**config.mk**
```make
export PLATFORM = sky130hd
export DESIGN_NAME = wt_mem_req_arbiter_flat
export DESIGN_NICKNAME = d
export VERILOG_FILES = /design/src/rtl/wt_mem_req_arbiter_if.sv /design/src/rtl/wt_mem_req_arbiter.sv /design/src/flat_wrapper.sv
export SDC_FILE = /design/constraint.sdc
export NUM_CORES = 1
export LEC_CHECK = 0
export ABC_AREA = 1
export BUFFER_PORTS_ARGS = -buffer_cell sky130_fd_sc_hd__buf_2
export CAP_MARGIN = 10
export CORE_AREA = 3 3 168 170
export CTS_BUF_LIST = sky130_fd_sc_hd__clkbuf_8 sky130_fd_sc_hd__clkbuf_16
export DETAILED_ROUTE_END_ITERATION = 12
export DIE_AREA = 0 0 171 173
export SKIP_CTS_REPAIR_TIMING = 1
export SLEW_MARGIN = 20
export SYNTH_ARGS = -nofsm -noshare
export SYNTH_HDL_FRONTEND = slang
export SYNTH_SLANG_ARGS = --single-unit
```
**constraint.sdc**
```tcl
create_clock -name clk_i -period 3.1 [get_ports clk_i]
set_input_delay 0.31 -clock clk_i [delete_from_list [all_inputs] [get_ports clk_i]]
set_output_delay 0.31 -clock clk_i [all_outputs]
set_load 0.02 [all_outputs]
```
**src/rtl/wt_mem_req_arbiter_if.sv**
```systemverilog
// Requester-side and memory-side request buses of the write-through memory
// request arbiter. The DUT uses the slave view; the requesters and NoC adapter use the master view.
interface wt_mem_req_arbiter_if #(
  parameter int unsigned AddrWidth            = 64,
  parameter int unsigned DataWidth            = 64,
  parameter int unsigned TidWidth             = 2,
  parameter int unsigned MaxOutstandingStores = 7,
  parameter int unsigned CntWidth             = $clog2(MaxOutstandingStores + 1)
);
  logic [2:0]             req_valid_i;
  logic [2:0]             req_ready_o;
  logic [3*AddrWidth-1:0] req_addr_i;
  logic [2:0]             req_nc_i;
  logic [3*TidWidth-1:0]  req_tid_i;
  logic [DataWidth-1:0]   store_wdata_i;
  logic [DataWidth/8-1:0] store_be_i;
  logic                   mem_req_valid_o;
  logic                   mem_req_ready_i;
  logic [1:0]             mem_req_src_o;
  logic [AddrWidth-1:0]   mem_req_addr_o;
  logic [DataWidth-1:0]   mem_req_wdata_o;
  logic [DataWidth/8-1:0] mem_req_be_o;
  logic [TidWidth-1:0]    mem_req_tid_o;
  logic                   mem_req_nc_o;
  logic                   store_ack_i;
  logic                   fence_req_i;
  logic                   fence_done_o;
  logic [CntWidth-1:0]    stores_pending_o;
  logic                   err_o;

  modport slave (
    input  req_valid_i, req_addr_i, req_nc_i, req_tid_i, store_wdata_i, store_be_i,
           mem_req_ready_i, store_ack_i, fence_req_i,
    output req_ready_o, mem_req_valid_o, mem_req_src_o, mem_req_addr_o, mem_req_wdata_o,
           mem_req_be_o, mem_req_tid_o, mem_req_nc_o, fence_done_o, stores_pending_o, err_o
  );

  modport master (
    output req_valid_i, req_addr_i, req_nc_i, req_tid_i, store_wdata_i, store_be_i,
           mem_req_ready_i, store_ack_i, fence_req_i,
    input  req_ready_o, mem_req_valid_o, mem_req_src_o, mem_req_addr_o, mem_req_wdata_o,
           mem_req_be_o, mem_req_tid_o, mem_req_nc_o, fence_done_o, stores_pending_o, err_o
  );
endinterface

```
**src/rtl/wt_mem_req_arbiter.sv**
```systemverilog
// Round-robin arbiter sharing the write-through cache memory request port between
// ifetch, load and store requesters, with store tracking, nc-load ordering and fence drain.
module wt_mem_req_arbiter #(
  parameter int unsigned AddrWidth            = 64,
  parameter int unsigned DataWidth            = 64,
  parameter int unsigned TidWidth             = 2,
  parameter int unsigned MaxOutstandingStores = 7,
  parameter int unsigned CntWidth             = $clog2(MaxOutstandingStores + 1)
) (
  input logic               clk_i,
  input logic               rst_ni,
  wt_mem_req_arbiter_if.slave bus
);
  localparam int unsigned BeWidth = DataWidth / 8;

  typedef enum logic [1:0] {IDLE, DRAIN, DONE} state_e;

  state_e               state_q;
  logic                 fence_done_q;
  logic                 held_valid_q;
  logic [1:0]           held_src_q;
  logic [AddrWidth-1:0] held_addr_q;
  logic [DataWidth-1:0] held_wdata_q;
  logic [BeWidth-1:0]   held_be_q;
  logic [TidWidth-1:0]  held_tid_q;
  logic                 held_nc_q;
  logic [1:0]           rr_q;
  logic [CntWidth-1:0]  cnt_q;
  logic                 err_q;

  logic                 free;
  logic                 held_is_store;
  logic                 store_full;
  logic [2:0]           elig;
  logic [2:0]           req_ready;
  logic                 grant_any;
  logic [1:0]           grant_port;
  logic                 store_acc;
  logic [CntWidth-1:0]  cnt_d;
  logic                 underflow;
  logic                 next_valid;

  function automatic logic [1:0] rr_idx(input logic [1:0] base, input logic [1:0] off);
    logic [2:0] sum;
    sum = {1'b0, base} + {1'b0, off};
    if (sum >= 3'd3) sum = sum - 3'd3;
    return sum[1:0];
  endfunction

  assign free          = !held_valid_q || bus.mem_req_ready_i;
  assign held_is_store = held_valid_q && (held_src_q == 2'd2);
  assign store_full    = (cnt_q == CntWidth'(MaxOutstandingStores));

  always_comb begin
    elig = bus.req_valid_i;
    if (store_full) elig[2] = 1'b0;
    // nc loads must not overtake any store still in flight or held
    if (bus.req_nc_i[1] && ((cnt_q != '0) || held_is_store)) elig[1] = 1'b0;
    if ((state_q != IDLE) || !rst_ni) elig = '0;
  end

  always_comb begin
    req_ready  = '0;
    grant_any  = 1'b0;
    grant_port = '0;
    if (free) begin
      for (int unsigned k = 0; k < 3; k++) begin
        if (!grant_any && elig[rr_idx(rr_q, 2'(k))]) begin
          grant_any  = 1'b1;
          grant_port = rr_idx(rr_q, 2'(k));
        end
      end
    end
    if (grant_any) req_ready[grant_port] = 1'b1;
  end

  assign store_acc  = grant_any && (grant_port == 2'd2);
  assign next_valid = grant_any || (held_valid_q && !free);

  always_comb begin
    cnt_d     = cnt_q;
    underflow = 1'b0;
    if (store_acc && !bus.store_ack_i) begin
      cnt_d = cnt_q + CntWidth'(1);
    end else if (!store_acc && bus.store_ack_i) begin
      if (cnt_q == '0) underflow = 1'b1;
      else             cnt_d = cnt_q - CntWidth'(1);
    end
  end

  always_ff @(posedge clk_i or negedge rst_ni) begin
    if (!rst_ni) begin
      held_valid_q <= 1'b0;
      held_src_q   <= '0;
      held_addr_q  <= '0;
      held_wdata_q <= '0;
      held_be_q    <= '0;
      held_tid_q   <= '0;
      held_nc_q    <= 1'b0;
      rr_q         <= '0;
      cnt_q        <= '0;
      err_q        <= 1'b0;
    end else begin
      held_valid_q <= next_valid;
      if (grant_any) begin
        held_src_q   <= grant_port;
        held_addr_q  <= bus.req_addr_i[grant_port*AddrWidth +: AddrWidth];
        held_tid_q   <= bus.req_tid_i[grant_port*TidWidth +: TidWidth];
        held_nc_q    <= bus.req_nc_i[grant_port];
        held_wdata_q <= (grant_port == 2'd2) ? bus.store_wdata_i : '0;
        held_be_q    <= (grant_port == 2'd2) ? bus.store_be_i : '0;
        rr_q         <= rr_idx(grant_port, 2'd1);
      end
      cnt_q <= cnt_d;
      if (underflow) err_q <= 1'b1;
    end
  end

  // Drain completion looks at next-state values so a same-cycle ack counts
  always_ff @(posedge clk_i or negedge rst_ni) begin
    if (!rst_ni) begin
      state_q      <= IDLE;
      fence_done_q <= 1'b0;
    end else begin
      case (state_q)
        IDLE: begin
          fence_done_q <= 1'b0;
          if (bus.fence_req_i) state_q <= DRAIN;
        end
        DRAIN: begin
          if (!next_valid && (cnt_d == '0)) begin
            state_q      <= DONE;
            fence_done_q <= 1'b1;
          end
        end
        DONE: begin
          state_q      <= IDLE;
          fence_done_q <= 1'b0;
        end
        default: begin
          state_q      <= IDLE;
          fence_done_q <= 1'b0;
        end
      endcase
    end
  end

  assign bus.req_ready_o      = req_ready;
  assign bus.mem_req_valid_o  = held_valid_q;
  assign bus.mem_req_src_o    = held_src_q;
  assign bus.mem_req_addr_o   = held_addr_q;
  assign bus.mem_req_wdata_o  = held_wdata_q;
  assign bus.mem_req_be_o     = held_be_q;
  assign bus.mem_req_tid_o    = held_tid_q;
  assign bus.mem_req_nc_o     = held_nc_q;
  assign bus.fence_done_o     = fence_done_q;
  assign bus.stores_pending_o = cnt_q;
  assign bus.err_o            = err_q;
endmodule

```
**src/flat_wrapper.sv**
```systemverilog
// flat-port wrapper written by rule: the top's interface ports become plain ports
module wt_mem_req_arbiter_flat 
#(
  parameter int unsigned AddrWidth            = 64,
  parameter int unsigned DataWidth            = 64,
  parameter int unsigned TidWidth             = 2,
  parameter int unsigned MaxOutstandingStores = 7,
  parameter int unsigned CntWidth             = $clog2(MaxOutstandingStores + 1)
)
  (clk_i, rst_ni, bus_req_valid_i, bus_req_addr_i, bus_req_nc_i, bus_req_tid_i, bus_store_wdata_i, bus_store_be_i, bus_mem_req_ready_i, bus_store_ack_i, bus_fence_req_i, bus_req_ready_o, bus_mem_req_valid_o, bus_mem_req_src_o, bus_mem_req_addr_o, bus_mem_req_wdata_o, bus_mem_req_be_o, bus_mem_req_tid_o, bus_mem_req_nc_o, bus_fence_done_o, bus_stores_pending_o, bus_err_o);
  wt_mem_req_arbiter_if #(.AddrWidth(AddrWidth), .DataWidth(DataWidth), .TidWidth(TidWidth), .MaxOutstandingStores(MaxOutstandingStores), .CntWidth(CntWidth)) bus_i ();
  input logic clk_i;
  input logic rst_ni;
  input wire logic [$bits(bus_i.req_valid_i)-1:0] bus_req_valid_i;
  input wire logic [$bits(bus_i.req_addr_i)-1:0] bus_req_addr_i;
  input wire logic [$bits(bus_i.req_nc_i)-1:0] bus_req_nc_i;
  input wire logic [$bits(bus_i.req_tid_i)-1:0] bus_req_tid_i;
  input wire logic [$bits(bus_i.store_wdata_i)-1:0] bus_store_wdata_i;
  input wire logic [$bits(bus_i.store_be_i)-1:0] bus_store_be_i;
  input wire logic [$bits(bus_i.mem_req_ready_i)-1:0] bus_mem_req_ready_i;
  input wire logic [$bits(bus_i.store_ack_i)-1:0] bus_store_ack_i;
  input wire logic [$bits(bus_i.fence_req_i)-1:0] bus_fence_req_i;
  output wire logic [$bits(bus_i.req_ready_o)-1:0] bus_req_ready_o;
  output wire logic [$bits(bus_i.mem_req_valid_o)-1:0] bus_mem_req_valid_o;
  output wire logic [$bits(bus_i.mem_req_src_o)-1:0] bus_mem_req_src_o;
  output wire logic [$bits(bus_i.mem_req_addr_o)-1:0] bus_mem_req_addr_o;
  output wire logic [$bits(bus_i.mem_req_wdata_o)-1:0] bus_mem_req_wdata_o;
  output wire logic [$bits(bus_i.mem_req_be_o)-1:0] bus_mem_req_be_o;
  output wire logic [$bits(bus_i.mem_req_tid_o)-1:0] bus_mem_req_tid_o;
  output wire logic [$bits(bus_i.mem_req_nc_o)-1:0] bus_mem_req_nc_o;
  output wire logic [$bits(bus_i.fence_done_o)-1:0] bus_fence_done_o;
  output wire logic [$bits(bus_i.stores_pending_o)-1:0] bus_stores_pending_o;
  output wire logic [$bits(bus_i.err_o)-1:0] bus_err_o;
  assign bus_i.req_valid_i = bus_req_valid_i;
  assign bus_i.req_addr_i = bus_req_addr_i;
  assign bus_i.req_nc_i = bus_req_nc_i;
  assign bus_i.req_tid_i = bus_req_tid_i;
  assign bus_i.store_wdata_i = bus_store_wdata_i;
  assign bus_i.store_be_i = bus_store_be_i;
  assign bus_i.mem_req_ready_i = bus_mem_req_ready_i;
  assign bus_i.store_ack_i = bus_store_ack_i;
  assign bus_i.fence_req_i = bus_fence_req_i;
  assign bus_req_ready_o = bus_i.req_ready_o;
  assign bus_mem_req_valid_o = bus_i.mem_req_valid_o;
  assign bus_mem_req_src_o = bus_i.mem_req_src_o;
  assign bus_mem_req_addr_o = bus_i.mem_req_addr_o;
  assign bus_mem_req_wdata_o = bus_i.mem_req_wdata_o;
  assign bus_mem_req_be_o = bus_i.mem_req_be_o;
  assign bus_mem_req_tid_o = bus_i.mem_req_tid_o;
  assign bus_mem_req_nc_o = bus_i.mem_req_nc_o;
  assign bus_fence_done_o = bus_i.fence_done_o;
  assign bus_stores_pending_o = bus_i.stores_pending_o;
  assign bus_err_o = bus_i.err_o;
  wt_mem_req_arbiter #(.AddrWidth(AddrWidth), .DataWidth(DataWidth), .TidWidth(TidWidth), .MaxOutstandingStores(MaxOutstandingStores), .CntWidth(CntWidth)) u_core (.clk_i(clk_i), .rst_ni(rst_ni), .bus(bus_i));
endmodule
```
After elaboration in Yosys (flattened, before gate mapping)
Index checks and enable logic that the tools add are counted.
{ "totals": {"regBits": 151, "in_bits": 281, "output_inout_bits": 150, "wordCells": 110} }
{ "op_classes": {"n_addsub": 9, "n_lt_le_gt_ge": 9, "eq_ne": 6, "shift": 2, "n_mux": 44, "n_reduce_logical": 28} }
{ "ops": {"columns": ["cell", "n"], "rows": [
  ["$shiftx 192x9->64", 1],
  ["$mux 64", 1],
  ["$mux 2", 13],
  ["$mux 1", 18],
  ["$mux 3", 5],
  ["$lt 2x3->1 const B", 4],
  ["$logic_and 1x1->1", 10],
  ["$ge 3x2->1 const B", 3],
  ["$bmux 1 s2", 4],
  ["$logic_not 1->1", 8],
  ["$mux 8", 1],
  ["$sub 2x2->2 const B", 4],
  ["$add 2x1->3 const B", 2],
  ["$logic_not 3->1", 2],
  ["$shiftx 6x4->2", 1],
  ["$eq 2x2->1 const B", 2],
  ["$logic_or 1x1->1", 4],
  ["$pmux 2 s2", 1],
  ["$add 2x2->3 const B", 1],
  ["$add 3x1->3 const B", 1],
  ["$eq 3x3->1 const B", 1],
  ["$reduce_bool 3->1", 1],
  ["$sub 3x1->3 const B", 1],
  ["$demux 1 s2", 1],
  ["8 further kinds", 8]
]} }

Depth between registers and ports, before layout
Gate-level depths: netlist of run 1.
{ "depth": {"ltp_word": 28, "mapped_depth": 25, "ltp_nobuf": 24} }

Worst setup path before layout of run 1
Ideal clock, no wire load.
{ "synth_timing": {"kind": "reg2out", "start": "reg u_core.cnt_q[0], in the netlist u_core.bus.stores_pending_o[0]", "end": "out bus_req_ready_o[2]", "arrival_ps": 2638, "path_slack_ps": 152, "stages_incl_launch_ff": 18, "n_path_buf": 2, "path_cell_list": "dfrtp_1 -> inv_1 -> ha_1 -> ha_1 -> nand2_1 -> nand2_1 -> nand3_1 -> nand2_1 -> nand2_4 -> nand4_4 -> o211ai_1 -> nand2_2 -> inv_4 -> buf_2 -> ha_1 -> nand3_1 -> inv_2 -> buf_2"} }
{ "synth_between": {"elab_chain_cells": 22, "word_cells_on_any_way": 33, "cone_classes": "order compare: 2; eq/ne: 1; mux: 22; reduce/logical: 8"} }
{ "synth_lines": {"columns": ["element", "line", "text"], "rows": [
  ["from (decl)", "wt_mem_req_arbiter.sv:28", "logic [CntWidth-1:0] cnt_q;"],
  ["from (signal assigned)", "wt_mem_req_arbiter.sv:114", "cnt_q <= cnt_d;"],
  ["$reduce_bool 3->1", "wt_mem_req_arbiter.sv:58", "if (bus.req_nc_i[1] && ((cnt_q != '0) || held_is_store)) elig[1] = 1'b0;"],
  ["$logic_or 1x1->1", "wt_mem_req_arbiter.sv:58", null],
  ["$logic_and 1x1->1", "wt_mem_req_arbiter.sv:58", null],
  ["$mux 1", "wt_mem_req_arbiter.sv:58", null],
  ["$mux 3 (*)", "wt_mem_req_arbiter.sv:59", "if ((state_q != IDLE) || !rst_ni) elig = '0;"],
  ["$bmux 1 s2", "wt_mem_req_arbiter.sv:68", "if (!grant_any && elig[rr_idx(rr_q, 2'(k))]) begin"],
  ["$mux 1 (not written as such)", "wt_mem_req_arbiter.sv:68", null],
  ["$mux 1", "wt_mem_req_arbiter.sv:68", null],
  ["[... 7 more ...]", null, null],
  ["$mux 2 (*)", "wt_mem_req_arbiter.sv:68", null],
  ["$mux 2 (*)", "wt_mem_req_arbiter.sv:66", "if (free) begin"],
  ["named net u_core.grant_port[1]", "wt_mem_req_arbiter.sv:37", "logic [1:0] grant_port;"],
  ["$lt 2x3->1 (not written as such) or $ge 2x1->1 (tied branches)", "wt_mem_req_arbiter.sv:74", "if (grant_any) req_ready[grant_port] = 1'b1;"],
  ["$logic_and 1x1->1 (not written as such)", "wt_mem_req_arbiter.sv:74", null],
  ["$mux 1 (not written as such)", "wt_mem_req_arbiter.sv:74", null],
  ["$demux 1 s2 (*)", null, null],
  ["$mux 3 (*)", "wt_mem_req_arbiter.sv:74", null],
  ["to (decl)", "flat_wrapper.sv:23", "output wire logic [$bits(bus_i.req_ready_o)-1:0] bus_req_ready_o;"]
]} }
Mark *: on every way through the listed nets, which the timed path passes. The rest lies on a longest branch. The select of a mux whose other input is x is not followed.

Worst setup path after layout of run 1
{ "layout_timing": {"start": "reg u_core.rr_q[0]", "end": "out bus_req_ready_o[2]"} }
{ "layout_between": {"elab_chain_cells": 20, "word_cells_on_any_way": 40, "cone_classes": "add/sub: 5; order compare: 5; mux: 25; reduce/logical: 5"} }
{ "layout_lines": {"columns": ["element", "line", "text"], "rows": [
  ["from (decl)", "wt_mem_req_arbiter.sv:27", "logic [1:0] rr_q;"],
  ["from (signal assigned)", "wt_mem_req_arbiter.sv:112", "rr_q <= rr_idx(grant_port, 2'd1);"],
  ["branches (longest 19 deep; another with $add 2x1->3)", null, null],
  ["$mux 3 (*)", "wt_mem_req_arbiter.sv:74", null]
]} }
Every way passes the cells marked *. The select of a mux whose other input is x is not followed.

==> impl_metrics.ini, run 1 <==
[run_status]
status = complete, but fails checks
failed_checks = hold timing

[sta]
post-route-period-util = 0.975
setup_viol = 0
slew_viol_final = 0
fin_setup_tns_ns = 0
finClkSkew_ns = 0.0111
relSlewSlack = 0.460
finalWorstPathRequiredPeriod_ns = 3.02
worst_slew_pin_slew_ns = 0.810
hold_slack_ns = -0.0175
hold_viol_final = 15
fmax_mhz = 331

[pwr]
total_power_w = 0.0145
ir_drop_mv = 0.552
p_leak_nw = 5.97
pwr_density_cell_nw_per_um2 = 1340

[min_path]
hold_path_class = primary input to asynchronous set/reset pin

[synthesis]
netlist_top_cells_count = nand2_1, dfrtp_1, nor2_1
synth_area_leader_cell = dfrtp_1
synth.avg_cell_area_um2 = 8.01
synth_area_um2 = 7530
synth.yosys.seq_area_share = 0.502
synthFlopType = dfrtp_1
synth-edff-count = 0
ys_ff_latch = 151
synthArstFlopShare = 1.00
synth_cells = 941
yosysMostFrequentCell = nand2_1
yosysTopAreaCellShare = 0.502
synth.area.top_cells = dfrtp_1, nand2_1, a22o_1
yosysUniqueCellTypes = 29
ys_warn_count = 0
synthesis.nets = 1233

[floorplan]
die_h_um = 173
row_count = 60
start_util = 0.280
coreArea_um2 = 26900
pin_count = 431
die-area_um2 = 29600
die_x_um = 171

[clock_network]
clk_latency_ns = 0.42
clock-sinks = 151
cts.clk_slew.worst_paths_ns = 0.07
htree_levels = 4
cts_tree = yes
cts_made_buffers = 17
clockBufferDepth = 2
clockRootBuffer = clkbuf_16

[finish]
design_area_um2 = 10900
area_growth_pct = 44.4
nets = 1652
utilization = 0.405
drive_gt1_frac = 0.394

[setup_path]
r2r_start = u_core.rr_q[0]
crit_path_end_kind = output port
worstPathArrival_ns = 2.71
worstPathRequired_ns = 2.79
setup.worst_path.start_class = register
cp-startpoint = u_core.rr_q[0]
critPathKind = register to output port
cp_max_fo = 5

[routing]
antenna_violating_nets_post_route = 0
avgRoutedWirePerCell_um = 15.7
drtPass1Iterations = 4
drc = 0
vias = 7861
viasPerCell = 4.58
first_iter_violations = 359
routed_wl_um = 26900

[grt]
grt_pass1_vias = 7545
grt_overflow = 0
use_met3 = 0.0533
grt.busiest_layer = met2
antenna_found_initial = 2
grt_pass1_wl_um = 39100
grt_max_degree = 73
use_met1 = 0.196
grt.met2_usage = 0.280
grt_util_all_layers = 0.164

[placed_design]
place_area_um2 = 9960
io_buffers = 430
place_congestion = 0.855
dp_hpwl_um = 18900

[run]
maxCapViolations = 0
## final cells by class
class                      instances  area (um2)
antenna                            1        2.50
clock buffer                      18         439
clock inverter                    14         115
fill                            2823       16000
inverter                          31         129
multi-input combinational        701        3470
sequential                       151        3780
tap                              341         427
timing repair buffer             458        2510
## sequential cells by signal (all words and copies together) (netlist names)
signal                       count
u_core.bus.err_o                 1
u_core.bus.fence_done_o          1
u_core.bus.mem_req_addr_o       64
u_core.bus.mem_req_be_o          8
u_core.bus.mem_req_nc_o          1
u_core.bus.mem_req_src_o         2
u_core.bus.mem_req_tid_o         2
u_core.bus.mem_req_valid_o       1
u_core.bus.mem_req_wdata_o      64
u_core.bus.stores_pending_o      3
u_core.rr_q                      2
u_core.state_q                   2
## report_power, final
group | switching, W | internal (W) | leakage (nW)
logic | 0.00588 | 0.00318 | 3.82
clock network | 0.000927 | 0.00107 | 0.269
registers | 0.000511 | 0.00298 | 1.88
total | 0.00732 | 0.00723 | 5.97
## worst max-delay path, cell delays in order, from the launching register on
cell	delay, ns
dfrtp_1	0.40
inv_1	0.11
ha_4	0.31
inv_1	0.07
nand4_1	0.10
nand2_1	0.06
clkinv_1	0.05
nand2_2	0.06
nand2_4	0.09
nand4_4	0.13
o21ai_2	0.18
inv_2	0.06
nand2_4	0.09
buf_4	0.12
ha_4	0.14
nand3_4	0.11
inv_4	0.08
buf_6	0.11
## final timing paths
check	to	slack [ns]	cells after the start
max in group asynchronous	u_core.bus.mem_req_addr_o[32]	2.02	3
min	u_core.bus.mem_req_addr_o[52]	-0.02	2
min reg2reg	u_core.bus.mem_req_wdata_o[13]	0.50	1
min in group clk_i	u_core.bus.mem_req_wdata_o[46]	0.10	2
max	bus_req_ready_o[2]	0.08	17
max reg2reg	u_core.bus.fence_done_o	0.20	24
## through the flow
stage | cells | setup WS (ns)
final | 1715 | 0.0782
after global routing | 1715 | -0.0803
after global placement | 1667 | 0.268
after detailed placement | 1667 | 0.150
after CTS | 1699 | -0.271
after floorplan | 941 | 0.152
## per-layer routing
metal	routed length (um)	share of wire
met1	10800	0.40
met2	13200	0.49
met3	2380	0.088
met4	470	0.017
met5	13	0.00048
## cell families after synthesis
| family | count (synthesis) | synth area share |
|---|---|---|
| simple gates | 544 | 0.288 |
| buf+inv | 89 | 0.0580 |
| compound gates | 146 | 0.135 |
| fa+ha+maj | 11 | 0.0183 |
| flops | 151 | 0.502 |
## cells in the final DEF (no fill, tap or decap), drive strengths merged, types with 6 or more instances in the layout
master  synthesis  final
clkinv          3      6
nand2         378    378
nand4           6      6
nand3          16     16
buf            47    455
a22o           72     72
nor2          144    144
clkbuf         11     21
inv            28     36
a21oi          67     67
dfrtp         151    151
ha             11     11
Note: power is estimated with default switching activity, not from simulation.
==> run 2, diff against run 1 <==
- CELL_PAD_IN_SITES_DETAIL_PLACEMENT: default -> 0
- CELL_PAD_IN_SITES_GLOBAL_PLACEMENT: default -> 1
- CORE_AREA: 3 3 168 170 -> 3 3 165 167
- DIE_AREA: 0 0 171 173 -> 0 0 168 170
- PLACE_DENSITY_LB_ADDON: default -> 0.1
==> run 2 against run 1 <==
Compared with the run above: the flow now finishes without violations; clock skew up 0.0022 ns; core utilization rose by 1.3 points; routed wire length grew 6.9%; via count fell by 2.3%; setup slack better by 0.044 ns.
==> impl_metrics.ini, run 2 (synthesis gave the netlist of run 1 again) <==
[run_status]
status = finished, final reports clean

[setup_path]
reg2reg_to = u_core.state_q[0]
worstPathArrival_ns = 2.67
setup.worst_path.start_class = register
crit_path_end_kind = output port
cp-startpoint = u_core.bus.stores_pending_o[1]
cp-endpoint = bus_req_ready_o[1]
reg2reg_slack_ns = 0.33
cp_max_fo = 7
critPathKind = register to output port
r2r_cells = 20
worstPathRequired_ns = 2.79
r2r_start = u_core.bus.stores_pending_o[1]

[clock_network]
cts.clk_slew.worst_paths_ns = 0.07
clk_latency_ns = 0.43
clockBufferDepth = 2
htree_levels = 4
clock-sinks = 151
clockRootBuffer = clkbuf_16
cts_tree = yes
cts_made_buffers = 17

[grt]
grt_pass1_wl_um = 42700
grt_max_degree = 73
grt_util_all_layers = 0.191
grt_pass1_vias = 7509
grt_overflow = 0
antenna_found_initial = 8

[floorplan]
die_h_um = 170
start_util = 0.291
pin_count = 431
die_x_um = 168
row_count = 59
coreArea_um2 = 25900
die-area_um2 = 28600

[routing]
first_iter_violations = 294
avgRoutedWirePerCell_um = 16.9
antenna_violating_nets_post_route = 0
drtPass1Iterations = 5
routed_wl_um = 28800
vias = 7683
viasPerCell = 4.50
drc = 0

[finish]
layout_common_cells = buf_2, nand2_1, dfrtp_1, nor2_1, a22o_1
area_growth_pct = 43.7
drive_gt1_frac = 0.388
utilization = 0.418
nets = 1648
final_common_cell = buf_2

[placed_design]
place_congestion = 0.833
io_buffers = 430
dp_hpwl_um = 21300

[pwr]
p_leak_nw = 5.94
ir_drop_mv = 0.868
pwr_density_cell_nw_per_um2 = 1340

[sta]
fmax_mhz = 336
slew_viol_final = 0
fin_setup_tns_ns = 0
post-route-period-util = 0.961
hold_slack_ns = 0.0824
hold_viol_final = 0
setup_viol = 0
worst_slew_pin_slew_ns = 0.857
finClkSkew_ns = 0.0133
finalWorstPathRequiredPeriod_ns = 2.98
relSlewSlack = 0.429

[min_path]
hold_path_class = primary input to register
holdPathStages = 3

[run]
maxCapViolations = 0
[run 2: how the worst min path moves through the flow]
stage / to / startpoint / slack (ns)
after CTS: u_core.bus.mem_req_valid_o / rst_ni / -0.35
final: u_core.state_q[0] / bus_fence_req_i / 0.08
after global routing: u_core.bus.mem_req_wdata_o[4] / bus_store_wdata_i[4] / 0.07
after global placement: u_core.bus.mem_req_valid_o / rst_ni / 0.11
after floorplan: u_core.bus.err_o / rst_ni / 0.01
after detailed placement: u_core.bus.mem_req_valid_o / rst_ni / 0.10
[run 2: final cells by class]
class	count	area (um2)
diodes	5	12.5
clock buffers	17	425
clock inverters	15	175
fillers	2744	15100
inverters	31	136
multi-input cells	701	3430
flip-flops and latches	151	3780
well taps	335	419
repair buffers	453	2440
repair inverters	1	8.76
[run 2: power by group]
group	internal, W	leakage (nW)	total [W]	switching [W]
clock network	0.00109	0.290	0.00210	0.00101
registers	0.00297	1.89	0.00347	0.000498
logic	0.00303	3.76	0.00894	0.00591
[run 2: critical path, stage by stage, from the launching register on]
cell and delay (ns):
dfrtp_1 0.43, ha_2 0.19, ha_1 0.17, inv_1 0.05
nand2_1 0.07, nor2_4 0.11, nand2_1 0.06, nand2_1 0.09
nand2_4 0.09, buf_12 0.14, nand3_1 0.12, o211ai_4 0.12
nand2_8 0.12, clkinv_8 0.05, ha_1 0.19, inv_2 0.07
nor2_4 0.04, buf_6 0.13
[run 2: routing by layer]
| metal | vias up | track usage | routed length (um) |
|---|---|---|---|
| met3 | 41 | 0.0643 | 2420 |
| met1 | 3484 | 0.224 | 11500 |
| li1 | 3857 | - | - |
| met5 | - | 0 | 48 |
| met4 | 8 | 0.0587 | 612 |
| met2 | 293 | 0.332 | 14200 |
[run 2: metrics by stage]
step	instances	setup slack [ns]	total power, W	instance area (um2)
after floorplan	941	0.152	0.00945	7530
after global placement	1664	0.151	0.0122	9990
after detailed placement	1664	0.0912	0.0122	9990
after CTS	1696	-0.379	0.0144	10600
after global routing	1708	-0.0167	0.0158	10800
final	1709	0.122	0.0145	10800
==> run 3, diff against run 2 <==
--- a/config.mk
+++ b/config.mk
@@ -18,3 +18,3 @@
 export SKIP_CTS_REPAIR_TIMING = 1
-export SLEW_MARGIN = 20
+export SLEW_MARGIN = 40
 export SYNTH_ARGS = -nofsm -noshare
==> constraint.sdc (replaced) <==
create_clock -name clk_i -period 3.1 [get_ports clk_i]
set_input_delay 0.62 -clock clk_i [delete_from_list [all_inputs] [get_ports clk_i]]
set_output_delay 0.62 -clock clk_i [all_outputs]
set_load 0.02 [all_outputs]
==> run 3 against run 2 <==
Compared with the run above: the flow now finishes with violations (setup timing); sequential cell count stayed put; die area stayed put; register-to-register slack worse by 0.17 ns; routed wire length is 0.32% lower; first-iteration DRC count is 21% higher; via count is 1.4% higher; critical path depth stayed put; setup slack worse by 0.27 ns; non-clock buffer count is 8 higher; design area is 0.87% higher; critical endpoint is now bus_req_ready_o[2]; largest power group unchanged.
==> impl_metrics.ini, run 3 (synthesis gave the netlist of run 1 again) <==
[setup_path]
worstPathRequired_ns = 2.48
r2r_cells = 25
worstPathArrival_ns = 2.62
cp_max_fo = 5
reg2reg_to = u_core.state_q[0]
reg2reg_slack_ns = 0.16
critPathKind = register to output port
crit_path_end_kind = output port
setup.worst_path.start_class = register
r2r_start = u_core.bus.stores_pending_o[1]

[routing]
first_iter_violations = 357
routed_wl_um = 28700
avgRoutedWirePerCell_um = 16.7
antenna_violating_nets_post_route = 0
vias = 7789
drtPass1Iterations = 4
drc = 0
viasPerCell = 4.54

[finish]
nets = 1655
drive_gt1_frac = 0.404
final_common_cell = buf_2
area_growth_pct = 44.9
layout_common_cells = buf_2, nand2_1, dfrtp_1, nor2_1, a22o_1

[floorplan]
die_h_um = 170
die_x_um = 168
pin_count = 431
die-area_um2 = 28600
coreArea_um2 = 25900
start_util = 0.291
row_count = 59

[clock_network]
clockBufferDepth = 2
cts_tree = yes
cts.clk_slew.worst_paths_ns = 0.07
clockRootBuffer = clkbuf_16
clk_latency_ns = 0.44
htree_levels = 4
cts_made_buffers = 17
clock-sinks = 151

[sta]
relSlewSlack = 0.490
finClkSkew_ns = 0.0175
hold_viol_final = 0
fin_setup_tns_ns = -0.389
finalWorstPathRequiredPeriod_ns = 3.24
fmax_mhz = 308
fin_ws_ns = -0.144
rsz0062_at_grt = yes
worst_slew_pin_slew_ns = 0.764
post-route-period-util = 1.05
slew_viol_final = 0
setup_viol = 3

[pwr]
pwr_density_cell_nw_per_um2 = 1340
p_leak_nw = 5.98
total_power_w = 0.0146
ir_drop_mv = 0.808

[grt]
grt_max_degree = 75
antenna_found_initial = 7
grt_pass1_vias = 7587
grt_overflow = 0
grt_pass1_wl_um = 42900
grt_util_all_layers = 0.192

[run_status]
failed_checks = setup timing
status = complete, but fails checks

[placed_design]
io_buffers = 430
dpl_worst_slack_ns = 0.104
place_congestion = 0.823
dp_hpwl_um = 21000

[min_path]
hold_path_class = primary input to asynchronous set/reset pin

[run]
maxCapViolations = 0
run 3: cell types whose count changed in the layout (fill, tap and decap cells not counted), moves of 3 or more:
| cell | change |
|---|---|
| buf_4 | +7 |
| nand2_1 | -7 |
| nand2_2 | +6 |
| ha_1 | -3 |
| inv_2 | +3 |
| nand3_1 | -3 |
| nand3_2 | +3 |
run 3: how the worst max path moves through the flow:
stage / from / to / slack [ns] / cells past startpoint
3_5_place_dp: u_core.bus.stores_pending_o[0] / bus_req_ready_o[2] / 0.10 / 17
5_1_grt: u_core.bus.stores_pending_o[1] / bus_req_ready_o[2] / -0.28 / 17
3_3_place_gp: u_core.bus.stores_pending_o[1] / bus_req_ready_o[2] / 0.14 / 17
6_report: u_core.bus.stores_pending_o[1] / bus_req_ready_o[2] / -0.14 / 17
4_1_cts: u_core.bus.stores_pending_o[0] / bus_req_ready_o[2] / -0.38 / 17
2_1_floorplan: u_core.bus.stores_pending_o[0] / bus_req_ready_o[2] / -0.01 / 17
run 3: metal layers:
metal | vias to the layer above | wire length [um] | global-route usage
li1 | 3873 | - | -
met1 | 3581 | 11600 | 0.230
met2 | 300 | 14400 | 0.333
met3 | 29 | 2290 | 0.0609
met4 | 6 | 401 | 0.0516
met5 | - | 40 | 0
run 3: power breakdown:
part	total, W	leakage, nW	switching (W)	internal [W]
Clock	0.00210	0.290	0.00101	0.00109
Sequential	0.00346	1.88	0.000481	0.00298
Combinational	0.00902	3.81	0.00591	0.00311
Total	0.0146	5.98	0.00740	0.00717
run 3: cell type report:
type | count | area [um2]
inverter | 31 | 124
timing repair buffer | 461 | 2490
antenna | 6 | 15.0
fill | 2730 | 15000
multi-input combinational | 701 | 3490
sequential | 151 | 3780
tap | 335 | 419
clock buffer | 17 | 425
clock inverter | 15 | 175
run 3: through the flow:
step | cells | utilization | area [um2] | hold slack [ns]
2_1_floorplan | 941 | - | 7540 | 0.324
3_3_place_gp | 1665 | 0.386 | 10000 | 0.414
3_5_place_dp | 1665 | 0.386 | 10000 | 0.417
4_1_cts | 1697 | 0.409 | 10600 | -0.0460
5_1_grt | 1715 | 0.421 | 10900 | 0.322
6_report | 1717 | 0.421 | 10900 | 0.299
run 3: critical path: stages, from the launching register on:
cell,delay [ns]
dfrtp_2,0.47
ha_4,0.18
ha_2,0.15
inv_1,0.06
nand2_2,0.07
nor2_4,0.13
nand2_1,0.07
nand2_1,0.07
nand2_2,0.10
inv_2,0.09
nand3_2,0.05
o211ai_1,0.13
nand2_4,0.12
inv_4,0.09
ha_4,0.14
nand3_4,0.09
inv_4,0.08
buf_6,0.11
